`src/rtl/uart_tx_cfg.sv`:
```
// ---------------------------------------------------------------------------
// uart_tx_cfg
//   Runtime-configurable UART transmitter. Serialises a byte as
//   start / 5..8 data bits LSB first / optional parity / 1 or 2 stop bits.
//   Every bit lasts cfg_div+1 clocks. Divisor, width, parity, stop count and
//   the data byte are all captured when a frame starts, so configuration may
//   change freely while a frame is on the line.
//
//   Optional feature macro: UART_TX_FIFO_EN
//     defined   : FIFO_DEPTH-entry byte FIFO in front of the serialiser,
//                 frames chain with no idle gap while data is queued.
//     undefined : single-byte handshake, accepted only in IDLE; level = 0.
//
// Ports
//   clk, rst_n   clock (rising edge), asynchronous active-low reset
//   cfg_div      clocks per bit minus one
//   cfg_dbits    data bits 00=5 01=6 10=7 11=8
//   cfg_parity   00 none, 01 even, 10 odd, 11 none
//   cfg_stop2    0 one stop bit, 1 two stop bits
//   s_data/s_valid/s_ready  byte input handshake
//   tx           serial line, idle high (registered)
//   busy         frame on the line or bytes queued (registered)
//   level        FIFO occupancy, 0 when the FIFO is not built
// ---------------------------------------------------------------------------
module uart_tx_cfg #(
    parameter int DIV_W      = 16,
    parameter int FIFO_DEPTH = 8
) (
    input  logic                        clk,
    input  logic                        rst_n,
    input  logic [DIV_W-1:0]            cfg_div,
    input  logic [1:0]                  cfg_dbits,
    input  logic [1:0]                  cfg_parity,
    input  logic                        cfg_stop2,
    input  logic [7:0]                  s_data,
    input  logic                        s_valid,
    output logic                        s_ready,
    output logic                        tx,
    output logic                        busy,
    output logic [$clog2(FIFO_DEPTH):0] level
);

    typedef enum logic [2:0] {
        ST_IDLE   = 3'd0,
        ST_START  = 3'd1,
        ST_DATA   = 3'd2,
        ST_PARITY = 3'd3,
        ST_STOP   = 3'd4
    } state_t;

    state_t           state_r, state_n;
    logic [DIV_W-1:0] cnt_r, cnt_n;
    logic [2:0]       bit_r, bit_n;
    logic             stop_r, stop_n;

    // Per-frame captured configuration and data
    logic [DIV_W-1:0] div_r;
    logic [1:0]       dbits_r;
    logic             par_en_r, par_odd_r, stop2_r;
    logic [7:0]       data_r;

    logic             load_s, last_clk_s, last_data_s;
    logic             src_avail_s, chain_en_s;
    logic [7:0]       src_data_s;
    logic             tx_r, tx_n, s_ready_r, s_ready_n, busy_r, busy_n;

    // Clear the bits above the configured width so parity covers only N bits
    function automatic logic [7:0] mask_data(input logic [7:0] d, input logic [1:0] dbits);
        logic [7:0] m;
        case (dbits)
            2'b00:   m = 8'h1F;
            2'b01:   m = 8'h3F;
            2'b10:   m = 8'h7F;
            default: m = 8'hFF;
        endcase
        return d & m;
    endfunction

    // Parity bit over already-masked data; odd parity inverts the XOR
    function automatic logic parity_bit(input logic [7:0] d, input logic odd);
        return (^d) ^ odd;
    endfunction

    assign last_clk_s  = (cnt_r == div_r);
    assign last_data_s = (bit_r == ({1'b0, dbits_r} + 3'd4));

`ifdef UART_TX_FIFO_EN
    localparam int AW = $clog2(FIFO_DEPTH);
    localparam int LW = AW + 1;

    logic [7:0]    mem_r [FIFO_DEPTH];
    logic [AW-1:0] wr_ptr_r, rd_ptr_r;
    logic [LW-1:0] count_r, count_n;
    logic          push_s;

    assign push_s = s_valid & s_ready_r;

    // Occupancy update; a simultaneous push and pop leaves it unchanged
    always_comb begin
        count_n = count_r;
        if (push_s && !load_s) begin
            count_n = count_r + LW'(1);
        end else if (!push_s && load_s) begin
            count_n = count_r - LW'(1);
        end else begin
            count_n = count_r;
        end
    end

    // FIFO storage; contents are meaningless once the pointers are reset
    always_ff @(posedge clk) begin
        if (push_s) begin
            mem_r[wr_ptr_r] <= s_data;
        end
    end

    // FIFO pointers and occupancy
    always_ff @(posedge clk or negedge rst_n) begin
        if (!rst_n) begin
            wr_ptr_r <= {AW{1'b0}};
            rd_ptr_r <= {AW{1'b0}};
            count_r  <= {LW{1'b0}};
        end else begin
            if (push_s) wr_ptr_r <= wr_ptr_r + AW'(1);
            if (load_s) rd_ptr_r <= rd_ptr_r + AW'(1);
            count_r <= count_n;
        end
    end

    assign src_avail_s = (count_r != {LW{1'b0}});
    assign src_data_s  = mem_r[rd_ptr_r];
    assign chain_en_s  = 1'b1;
    // Ready follows the registered full flag only
    assign s_ready_n   = (count_n != LW'(FIFO_DEPTH));
    assign busy_n      = (state_n != ST_IDLE) | (count_n != {LW{1'b0}});
    assign level       = count_r;
`else
    assign src_avail_s = s_valid & s_ready_r;
    assign src_data_s  = s_data;
    assign chain_en_s  = 1'b0;
    assign s_ready_n   = (state_n == ST_IDLE);
    assign busy_n      = (state_n != ST_IDLE);
    assign level       = {($clog2(FIFO_DEPTH) + 1){1'b0}};
`endif

    // State and bit-timing registers
    always_ff @(posedge clk or negedge rst_n) begin
        if (!rst_n) begin
            state_r <= ST_IDLE;
            cnt_r   <= {DIV_W{1'b0}};
            bit_r   <= 3'd0;
            stop_r  <= 1'b0;
        end else begin
            state_r <= state_n;
            cnt_r   <= cnt_n;
            bit_r   <= bit_n;
            stop_r  <= stop_n;
        end
    end

    // Next-state logic: each non-idle state lasts div_r+1 clocks
    always_comb begin
        state_n = state_r;
        cnt_n   = cnt_r;
        bit_n   = bit_r;
        stop_n  = stop_r;
        load_s  = 1'b0;
        case (state_r)
            ST_IDLE: begin
                if (src_avail_s) begin
                    load_s  = 1'b1;
                    state_n = ST_START;
                    cnt_n   = {DIV_W{1'b0}};
                end else begin
                    state_n = ST_IDLE;
                end
            end
            ST_START: begin
                if (last_clk_s) begin
                    state_n = ST_DATA;
                    cnt_n   = {DIV_W{1'b0}};
                    bit_n   = 3'd0;
                end else begin
                    cnt_n = cnt_r + DIV_W'(1);
                end
            end
            ST_DATA: begin
                if (last_clk_s) begin
                    cnt_n = {DIV_W{1'b0}};
                    if (last_data_s) begin
                        state_n = par_en_r ? ST_PARITY : ST_STOP;
                        stop_n  = 1'b0;
                    end else begin
                        bit_n = bit_r + 3'd1;
                    end
                end else begin
                    cnt_n = cnt_r + DIV_W'(1);
                end
            end
            ST_PARITY: begin
                if (last_clk_s) begin
                    state_n = ST_STOP;
                    cnt_n   = {DIV_W{1'b0}};
                    stop_n  = 1'b0;
                end else begin
                    cnt_n = cnt_r + DIV_W'(1);
                end
            end
            ST_STOP: begin
                if (last_clk_s) begin
                    cnt_n = {DIV_W{1'b0}};
                    if (stop_r == stop2_r) begin
                        // Queued data starts the next frame with no idle gap
                        if (chain_en_s && src_avail_s) begin
                            load_s  = 1'b1;
                            state_n = ST_START;
                        end else begin
                            state_n = ST_IDLE;
                        end
                    end else begin
                        stop_n = 1'b1;
                    end
                end else begin
                    cnt_n = cnt_r + DIV_W'(1);
                end
            end
            default: begin
                state_n = ST_IDLE;
                cnt_n   = {DIV_W{1'b0}};
            end
        endcase
    end

    // Output decode from the next state so tx is registered without extra latency
    always_comb begin
        case (state_n)
            ST_IDLE:   tx_n = 1'b1;
            ST_START:  tx_n = 1'b0;
            ST_DATA:   tx_n = data_r[bit_n];
            ST_PARITY: tx_n = parity_bit(data_r, par_odd_r);
            ST_STOP:   tx_n = 1'b1;
            default:   tx_n = 1'b1;
        endcase
    end

    // Capture configuration and data at frame start
    always_ff @(posedge clk or negedge rst_n) begin
        if (!rst_n) begin
            div_r     <= {DIV_W{1'b0}};
            dbits_r   <= 2'b11;
            par_en_r  <= 1'b0;
            par_odd_r <= 1'b0;
            stop2_r   <= 1'b0;
            data_r    <= 8'h00;
        end else if (load_s) begin
            div_r     <= cfg_div;
            dbits_r   <= cfg_dbits;
            par_en_r  <= (cfg_parity == 2'b01) || (cfg_parity == 2'b10);
            par_odd_r <= (cfg_parity == 2'b10);
            stop2_r   <= cfg_stop2;
            data_r    <= mask_data(src_data_s, cfg_dbits);
        end
    end

    // Output registers; reset drives the line idle-high immediately
    always_ff @(posedge clk or negedge rst_n) begin
        if (!rst_n) begin
            tx_r      <= 1'b1;
            s_ready_r <= 1'b1;
            busy_r    <= 1'b0;
        end else begin
            tx_r      <= tx_n;
            s_ready_r <= s_ready_n;
            busy_r    <= busy_n;
        end
    end

    assign tx      = tx_r;
    assign s_ready = s_ready_r;
    assign busy    = busy_r;

endmodule
```
`config.mk`:
```
export PLATFORM = sky130hd
export DESIGN_NAME = uart_tx_cfg
export DESIGN_NICKNAME = d
export VERILOG_FILES = /design/src/rtl/uart_tx_cfg.sv
export SDC_FILE = /design/constraint.sdc
export NUM_CORES = 1
export LEC_CHECK = 0
export CAP_MARGIN = 20
export CORE_UTILIZATION = 55
export DETAILED_ROUTE_END_ITERATION = 12
export PLACE_DENSITY_LB_ADDON = 0.05
export SLEW_MARGIN = 20
export SYNTH_ARGS = -nofsm -noshare
export SYNTH_HDL_FRONTEND = slang
export SYNTH_SLANG_ARGS = --single-unit
```
`constraint.sdc`:
```
create_clock -name clk -period 2.9 [get_ports clk]
set_input_delay 0.435 -clock clk [delete_from_list [all_inputs] [get_ports clk]]
set_output_delay 0.435 -clock clk [all_outputs]
set_load 0.1 [all_outputs]
```
# Word level (Yosys, flattened, before mapping)

Cells that the tools add are included.

Bitwise logic cells: 3
Mux-type cells: 29
$lt $le $gt $ge: 1
Reductions and logical operators: 9
Add/subtract/negate cells: 3
Equal/unequal tests: 20

Operators by type and width:

| cell                                                | number |
|---|---|
| two-way mux 16 bit                                  | 2 |
| case mux 16 bit (2 select lines)                    | 1 |
| two-way mux 3 bit                                   | 10 |
| case mux 8 bit (3 select lines)                     | 1 |
| adder 16 x 1 -> 16 bit, second input constant       | 1 |
| equality test 16 bit                                | 1 |
| case mux 3 bit (5 select lines)                     | 1 |
| equality test 3 x 2 -> 1 bit, second input constant | 4 |
| inequality test 2 bit, second input constant        | 6 |
| two-way mux 1 bit                                   | 9 |
| AND 8 bit                                           | 1 |
| two-way mux 8 bit                                   | 1 |
| XOR reduction 8 bit                                 | 1 |
| equality test 3 x 1 -> 1 bit, second input constant | 2 |
| logical NOT 3 bit                                   | 2 |
| case mux 1 bit (3 select lines)                     | 2 |
| case mux 3 bit (2 select lines)                     | 1 |
| AND reduction 6 bit                                 | 1 |
| nonzero test 3 bit                                  | 2 |
| equality test 2 x 1 -> 1 bit, second input constant | 2 |
| equality test 2 bit, second input constant          | 2 |
| < comparator 3 x 4 -> 1 bit, second input constant  | 1 |
| OR reduction 4 bit                                  | 1 |
| adder 2 x 3 -> 3 bit, second input constant         | 1 |
| 9 further kinds                                     | 9 |

Word-level logic and storage cells: 78
Input bits: 32
Output and inout port bits: 7
Bits in registers: 55

# Longest topological paths before layout

Gate-level depths: netlist (run 1).

Depth in word-level cells: 8
Mapped depth: 10
Mapped depth without buffers: 8

# Least setup slack after synthesis (run 1)

OpenSTA, ideal clock, no wires.

Path type: reg-to-reg
Start: reg s_ready_r (netlist: s_ready)
End: reg cnt_r[15]
Required time: 2.764 ns
Setup slack: 0.663 ns
Clock period less this slack: 2.237 ns
Setup time: 0.136 ns
Stages on the path, launching flop included: 9
Path buffers: 0
Data arrival time: 2.101 ns
Cell sequence: dfstp_2 -> a2111oi_2 -> nor3_1 -> and3_1 -> and2_1 -> nand3_1 -> nor2_1 -> xnor2_1 -> nor2_1

Cells in the longest elaborated chain, start to end: 2

RTL lines:

| what                                   | line | RTL |
|---|---|---|
| start, declared                        | 65   | `logic tx_r, tx_n, s_ready_r, s_ready_n, busy_r, busy_n;` |
| start signal, assigned                 | 273  | `s_ready_r <= s_ready_n;` |
| AND 1 bit                              | 138  | `assign src_avail_s = s_valid & s_ready_r;` |
| inequality test 2 bit (no source line) | -    |  |
| end signal, assigned                   | 150  | `cnt_r <= {DIV_W{1'b0}};` |
| end signal, assigned                   | 155  | `cnt_r <= cnt_n;` |
| end, declared                          | 52   | `logic [DIV_W-1:0] cnt_r, cnt_n;` |

Every way passes these cells.
A chain may end at the register's enable or synchronous reset.

# Worst setup path in the final report (run 1)

Start: reg cnt_r[6]
End: reg tx_r (netlist: tx)

Cells in the longest elaborated chain, start to end: 6
Elaborated cells on any way between the ends: 15
Classes of those cells: 4 x eq/ne; 11 x mux

RTL lines:

| what                                        | line     | RTL |
|---|---|---|
| equality test 16 bit *                      | 84       | `assign last_clk_s = (cnt_r == div_r);` |
| two-way mux 3 bit, on equally long branches | 188, 179 |  |
| case mux 3 bit (2 select lines)             | 168      | `case (state_r)` |
| binary-select mux 1 bit (select 3 bit)      | 239      | `ST_DATA: tx_n = data_r[bit_n];` |
| two-way mux 1 bit (not written as such)     | 239      |  |
| case mux 1 bit (3 select lines) *           | 236      | `case (state_n)` |
| named net tx_n                              | 65       |  |
| end signal, assigned                        | 272      | `tx_r <= tx_n;` |
| end, declared                               | 65       |  |

Mark *: on every way through the listed nets, which the timed path passes. The rest lies on a longest branch. The select of a mux whose other input is x is not followed.

==> results of run 1 <==
## cell usage in the layout (no fill, tap or decap), types with 5 or more instances in the layout
| cell type | n |
|---|---|
| clkdlybuf4s50_1 | 30 |
| a21oi_1 | 6 |
| xor2_1 | 21 |
| mux2i_1 | 6 |
| clkbuf_8 | 5 |
| nand4_1 | 6 |
| nand3_1 | 9 |
| xnor2_1 | 13 |
| buf_4 | 10 |
| mux2_2 | 25 |
| nor2_1 | 23 |
| dfrtp_1 | 51 |
| inv_1 | 8 |
| o21ai_0 | 21 |
| nand2_1 | 18 |
## synth_stat cells (3+ instances only)
library cell | count | area, µm²
nor2b_1 | 3 | 18.8
nor3_1 | 4 | 20.0
xor2_1 | 21 | 184
dfstp_2 | 4 | 105
ha_1 | 3 | 37.5
buf_6 | 5 | 56.3
nand4_1 | 6 | 37.5
dfrtp_1 | 51 | 1280
and3_1 | 3 | 18.8
buf_4 | 4 | 30.0
a311o_1 | 3 | 30.0
nand3_1 | 9 | 45.0
nor2_1 | 24 | 90.1
or3_1 | 3 | 18.8
nor4_1 | 4 | 25.0
a21oi_1 | 6 | 30.0
nand2b_1 | 3 | 18.8
o21ai_0 | 21 | 105
nand2_1 | 18 | 67.6
clkbuf_1 | 5 | 18.8
inv_1 | 8 | 30.0
mux2i_1 | 6 | 60.1
mux2_2 | 25 | 282
xnor2_1 | 13 | 114
## per-layer routing
layer  track usage  share of wire  wire, µm  vias to the layer above
li1              -              -         -                     1066
met1         0.363           0.50      3010                     1042
met2         0.325           0.43      2610                       75
met3        0.0422          0.061       366                        2
met4        0.0442         0.0042        25                        0
met5             0              0         0                        -
## layout make-up
cell class	count	area, µm²	area share
Clock inverter	2	60.1	0.0171
Tap cell	70	87.6	0.0250
Clock buffer	6	72.6	0.0207
Sequential cell	55	1380	0.394
Inverter	8	30.0	0.00857
Timing Repair Buffer	41	380	0.109
Multi-Input combinational cell	210	1490	0.426
## critical path, delay by kind of cell (launching register included)
family | cells | cell delay (ps)
and+or+nand+nor | 4 | 910
buffers and inverters | 1 | 240
muxes | 1 | 130
DFF | 1 | 480
xor gates and xnor gates | 1 | 170
AOI/OAI and AO/OA | 2 | 470
## flip-flops by register name (all words and copies together) (netlist names)
register / flops
tx: 1
data_r: 8
stop_r: 1
state_r: 3
bit_r: 3
busy: 1
stop2_r: 1
div_r: 16
cnt_r: 16
par_en_r: 1
dbits_r: 2
par_odd_r: 1
s_ready: 1
## power groups by stage
stage	logic, mW	clock network [mW]	registers [mW]
2_1_floorplan	0.857	0	1.36
3_3_place_gp	1.16	0	1.32
3_5_place_dp	1.18	0	1.33
4_1_cts	1.19	0.600	1.32
5_1_grt	1.31	0.632	1.36
6_report	1.19	0.595	1.32
## logic make-up (layout without fill, tap and decap cells)
kind of cell | Yosys count | count (layout)
adders and majority gates | 3 | 3
xor gates and xnor gates | 35 | 35
buffers and inverters | 24 | 57
and+or+nand+nor | 90 | 90
DFF | 55 | 55
muxes | 31 | 31
other | 1 | 4
AOI/OAI and AO/OA | 47 | 47
## path summary, 6_finish.rpt
kind / startpoint / end / slack, ps / cells past startpoint
min reg2reg: div_r[2] / div_r[2] / 530 / 1
min: rst_n / stop_r / 80 / 1
max in group asynchronous: rst_n / s_ready / 2140 / 2
max reg2reg: cnt_r[6] / tx / 440 / 9
max: cnt_r[6] / tx / 440 / 9
min in group clk: div_r[2] / div_r[2] / 530 / 1
## per-stage QoR
step | total power [mW] | setup WS (ps)
floorplan | 2.21 | 663
global placement | 2.48 | 545
detailed placement | 2.52 | 494
CTS | 3.11 | 465
global route | 3.31 | 231
finish | 3.11 | 439
==> flow_metrics.tcl, run 1 <==
set metrics [dict create \
    synth_edf_count 0 \
    fin_cells 392 \
    clk_latency_ps 310 \
    drc 0 \
    hold_buffers 0 \
    hold_violations 0 \
    die_h_um 75.9 \
    avgRoutedWirePerCell_um 15.3 \
    synth_ff_type "dfrtp_1" \
    nNetsFinal 356 \
    antenna_found_initial 0 \
    critPathArrivalTime_ps 2710 \
    crit_path_max_incr_delay_ps 480 \
    power_frac_seq 0.424 \
    synth_top_family_by_area "simple AND/OR/NAND/NOR gates" \
    hp-class "in -> async" \
    avgViaCountPerCell 5.57 \
    start_util 0.581 \
    final_max_slew_viol_count 0 \
    die_area_um2 5760 \
    die_x_um 75.9 \
    cap_violations 0 \
    power.share.combinational 0.384 \
    required_ps 3140 \
    synthDistinctLibCells 51 \
    cp_max_fo 20 \
    ys_seq_elements 55 \
    cts_tree "yes" \
    coreArea_um2 5170 \
    vias 2185 \
    power.leakage_nw 1.49 \
    start_kind "flop" \
    muxShareOfSynthArea 0.114 \
    syn-mean-instance-area_um2 10.5 \
    ant_nets 0 \
    worstSetupPathType "reg -> reg" \
    cts.sinks 55 \
    synth_xor_area_frac 0.104 \
    setup_viol 0 \
    drive_gt1_frac 0.180 \
    clock_skew_ps 14.3 \
    post-cts-setup-buffers 0 \
    cts_resized 0 \
    diodes 0 \
    cp_slowest_cell "dfrtp_1" \
    p_int_mw 1.95 \
    fmax_ghz 0.406 \
    outcome "completed" \
    async_flop_share 1.00 \
    syn_area_um2 3010 \
    clk_pin_slew_worst_paths_ps 110 \
    synth_adder_area_share 0.0125 \
    ir_drop_mv 0.520 \
    fillers 421 \
    cts_buffers 5 \
    drt_wl_total_mm 6.01 \
    io-pin-count 39 \
    cts_max_level 2 \
    power.switching_mw 1.16 \
    final_util 0.678 \
    first_iter_violations 186 \
    switching_share 0.372 \
    grt_max_degree 31 \
    postPlaceCellArea_um2 3370 \
    crit_chain "xor2_2 > nor4_1 > nand4_1 > buf_4 > or2_1 > a221oi_1 > mux2i_1 > nor3_1 > a311o_1" \
    period_share 0.849 \
    yosys_warnings 0 \
    power_density_nw_per_um2 886 \
    grt_use_total 0.229 \
    rsz0062_at_grt "no" \
    synth-simple-area-share 0.153 \
    place_inst 384 \
    cp-end-kind "flop" \
    grt_pass1_vias 2102 \
    relSlewSlack 0.631 \
    fin_tns_setup_ps 0 \
    grt_pass1_wl_mm 10.5 \
    synth_cells 286 \
    syn2layout_area_growth_pct 16.6 \
    overflow 0 \
    worst_pin_slew_ps 551 \
    hold_slack_ps 76.6 \
    clock_path_buffers 2 \
    layout_min_cycle_time_ps 2460 \
    rows 26 \
    fin_area_um2 3500 \
    yosysSeqAreaShare 0.460 \
    cts-root-buf "clkbuf_8" \
    hpwl_mm 4.43 \
    synth_compound_area_frac 0.107 \
    clockPowerShare 0.191 \
    port-buffer-count 34 \
    place.gp.congestion 0.898 \
    drtPass1Iterations 4 \
]
Note: power is estimated with default switching activity, not from simulation.
==> inputs of run 2 (changes only) <==
- CORE_UTILIZATION: 55 -> 50
- clock period: 2.9 -> 2 ns (I/O delays scaled with it)
==> flow_metrics.tcl, run 2 (same netlist as run 1, synthesis figures left out) <==
set metrics [dict create \
    period_share 1.16 \
    diodes 0 \
    drtPass1Iterations 4 \
    place_ws_ps -333 \
    start_util 0.533 \
    ff2ff_path_depth 8 \
    rows 27 \
    cp-end-kind "flop" \
    vias 2378 \
    nNetsFinal 404 \
    drt_wl_total_mm 6.58 \
    critPathArrivalTime_ps 2570 \
    critPathTopFamily "simple AND/OR/NAND/NOR gates" \
    die_h_um 79.5 \
    die_area_um2 6330 \
    worst_pin_slew_ps 578 \
    cts-root-buf "clkbuf_8" \
    antenna_found_initial 0 \
    outcome "finished, violations left" \
    hp-class "in -> async" \
    cts.sinks 55 \
    overflow 0 \
    drive_gt1_frac 0.332 \
    final_max_slew_viol_count 0 \
    fin_area_um2 3990 \
    clock_skew_ps 11.3 \
    regArea_um2 1390 \
    relSlewSlack 0.615 \
    final_util 0.707 \
    clk_latency_ps 320 \
    start_kind "flop" \
    ant_nets 0 \
    postPlaceCellArea_um2 3760 \
    critPathBufInv 0 \
    multi_input_area_um2 1590 \
    fin_cells 442 \
    syn2layout_area_growth_pct 32.8 \
    crit_path_max_incr_delay_ps 430 \
    io-pin-count 39 \
    crit_chain "xor2_1 > nor4_2 > nand4_1 > or2_1 > o21ai_2 > mux2i_1 > mux2i_1 > a311o_1" \
    top_regs "cnt_r x16, div_r x16, data_r x8" \
    fillers 434 \
    hpwl_mm 4.91 \
    power.leakage_nw 1.75 \
    cap_violations 0 \
    cts_tree "yes" \
    worstSetupPathType "reg -> reg" \
    grt_max_degree 33 \
    avgRoutedWirePerCell_um 14.9 \
    r2r_end "tx" \
    hold_violations 0 \
    port-buffer-count 34 \
    first_iter_violations 141 \
    clock_path_buffers 2 \
    ir_drop_mv 0.878 \
    fmax_ghz 0.430 \
    timing.rr.start "cnt_r[8]" \
    mostFrequentLayoutCells "dfrtp_1, buf_4, clkdlybuf4s50_1" \
    clk_pin_slew_worst_paths_ps 100 \
    drc 0 \
    rsz0062_at_grt "yes" \
    setup_viol 6 \
    place_inst 431 \
    place.gp.congestion 0.864 \
    required_ps 2240 \
    violations "setup timing" \
    cts_buffers 5 \
    grt_use_total 0.228 \
    grt_pass1_vias 2184 \
    avgViaCountPerCell 5.38 \
    r2r_slack_ps -330 \
    critPathMostFrequentCell "mux2i_1" \
    coreArea_um2 5640 \
    layout_min_cycle_time_ps 2330 \
    grt_pass1_wl_mm 10.9 \
    fin_tns_setup_ps -550 \
    cts_max_level 2 \
    die_x_um 79.5 \
    timing.final.ws_setup_ps -325 \
    power_density_nw_per_um2 1190 \
    cp_slowest_cell "dfrtp_1" \
    cp_max_fo 3 \
]
[run 2: worst max-delay path by stage]
stage / start / end / slack [ps] / cells past startpoint
after floorplan: cnt_r[8] / tx / -140 / 8
after global placement: cnt_r[12] / tx / -320 / 8
after detailed placement: div_r[12] / tx / -330 / 8
after CTS: div_r[5] / tx / -340 / 9
after global routing: div_r[5] / tx / -430 / 8
final: cnt_r[8] / tx / -330 / 8
[run 2: metal layers]
layer  share of wire  routed length (µm)  vias up  GRT usage
met1            0.51                3340     1153      0.353
met3           0.039                 256        8     0.0354
met5               0                   0        -          0
met2            0.44                2880       57      0.326
li1                -                   -     1160          -
met4           0.015                  98        0     0.0655
[run 2: worst reg2reg max path: stages (launching register included)]
cell,delay (ps)
dfrtp_1,430
xor2_1,180
nor4_2,320
nand4_1,180
or2_1,270
o21ai_2,200
mux2i_1,240
mux2i_1,120
a311o_1,320
[run 2: power breakdown]
| group | total, mW | switching (mW) | internal [mW] |
|---|---|---|---|
| Clock | 0.649 | 0.391 | 0.259 |
| Sequential | 1.86 | 0.332 | 1.52 |
| Combinational | 2.26 | 1.12 | 1.14 |
| Total | 4.77 | 1.85 | 2.92 |
[run 2: metrics by stage]
stage,total power [mW],hold slack (ps)
6_report,4.77,507
5_1_grt,5.07,561
4_1_cts,4.70,529
3_5_place_dp,4.01,332
3_3_place_gp,3.95,332
2_1_floorplan,3.22,4.41
[run 2: timing repair]
item | CTS | global route
pin swaps | 5 | 2
gates resized for setup | 5 | 32
hold buffers | 1 | 0
gates cloned | 0 | 0
buffers inserted | 1 | 1
hold endpoints to repair | 21 | 0
endpoints found under the setup margin | 26 | 38
[run 2: cell type report]
cell class	instances	area share
inverters	8	0.00752
repair buffers	89	0.200
well taps	72	0.0226
clock buffers	5	0.0172
flip-flops and latches	55	0.347
clock inverters	3	0.00658
multi-input cells	210	0.398
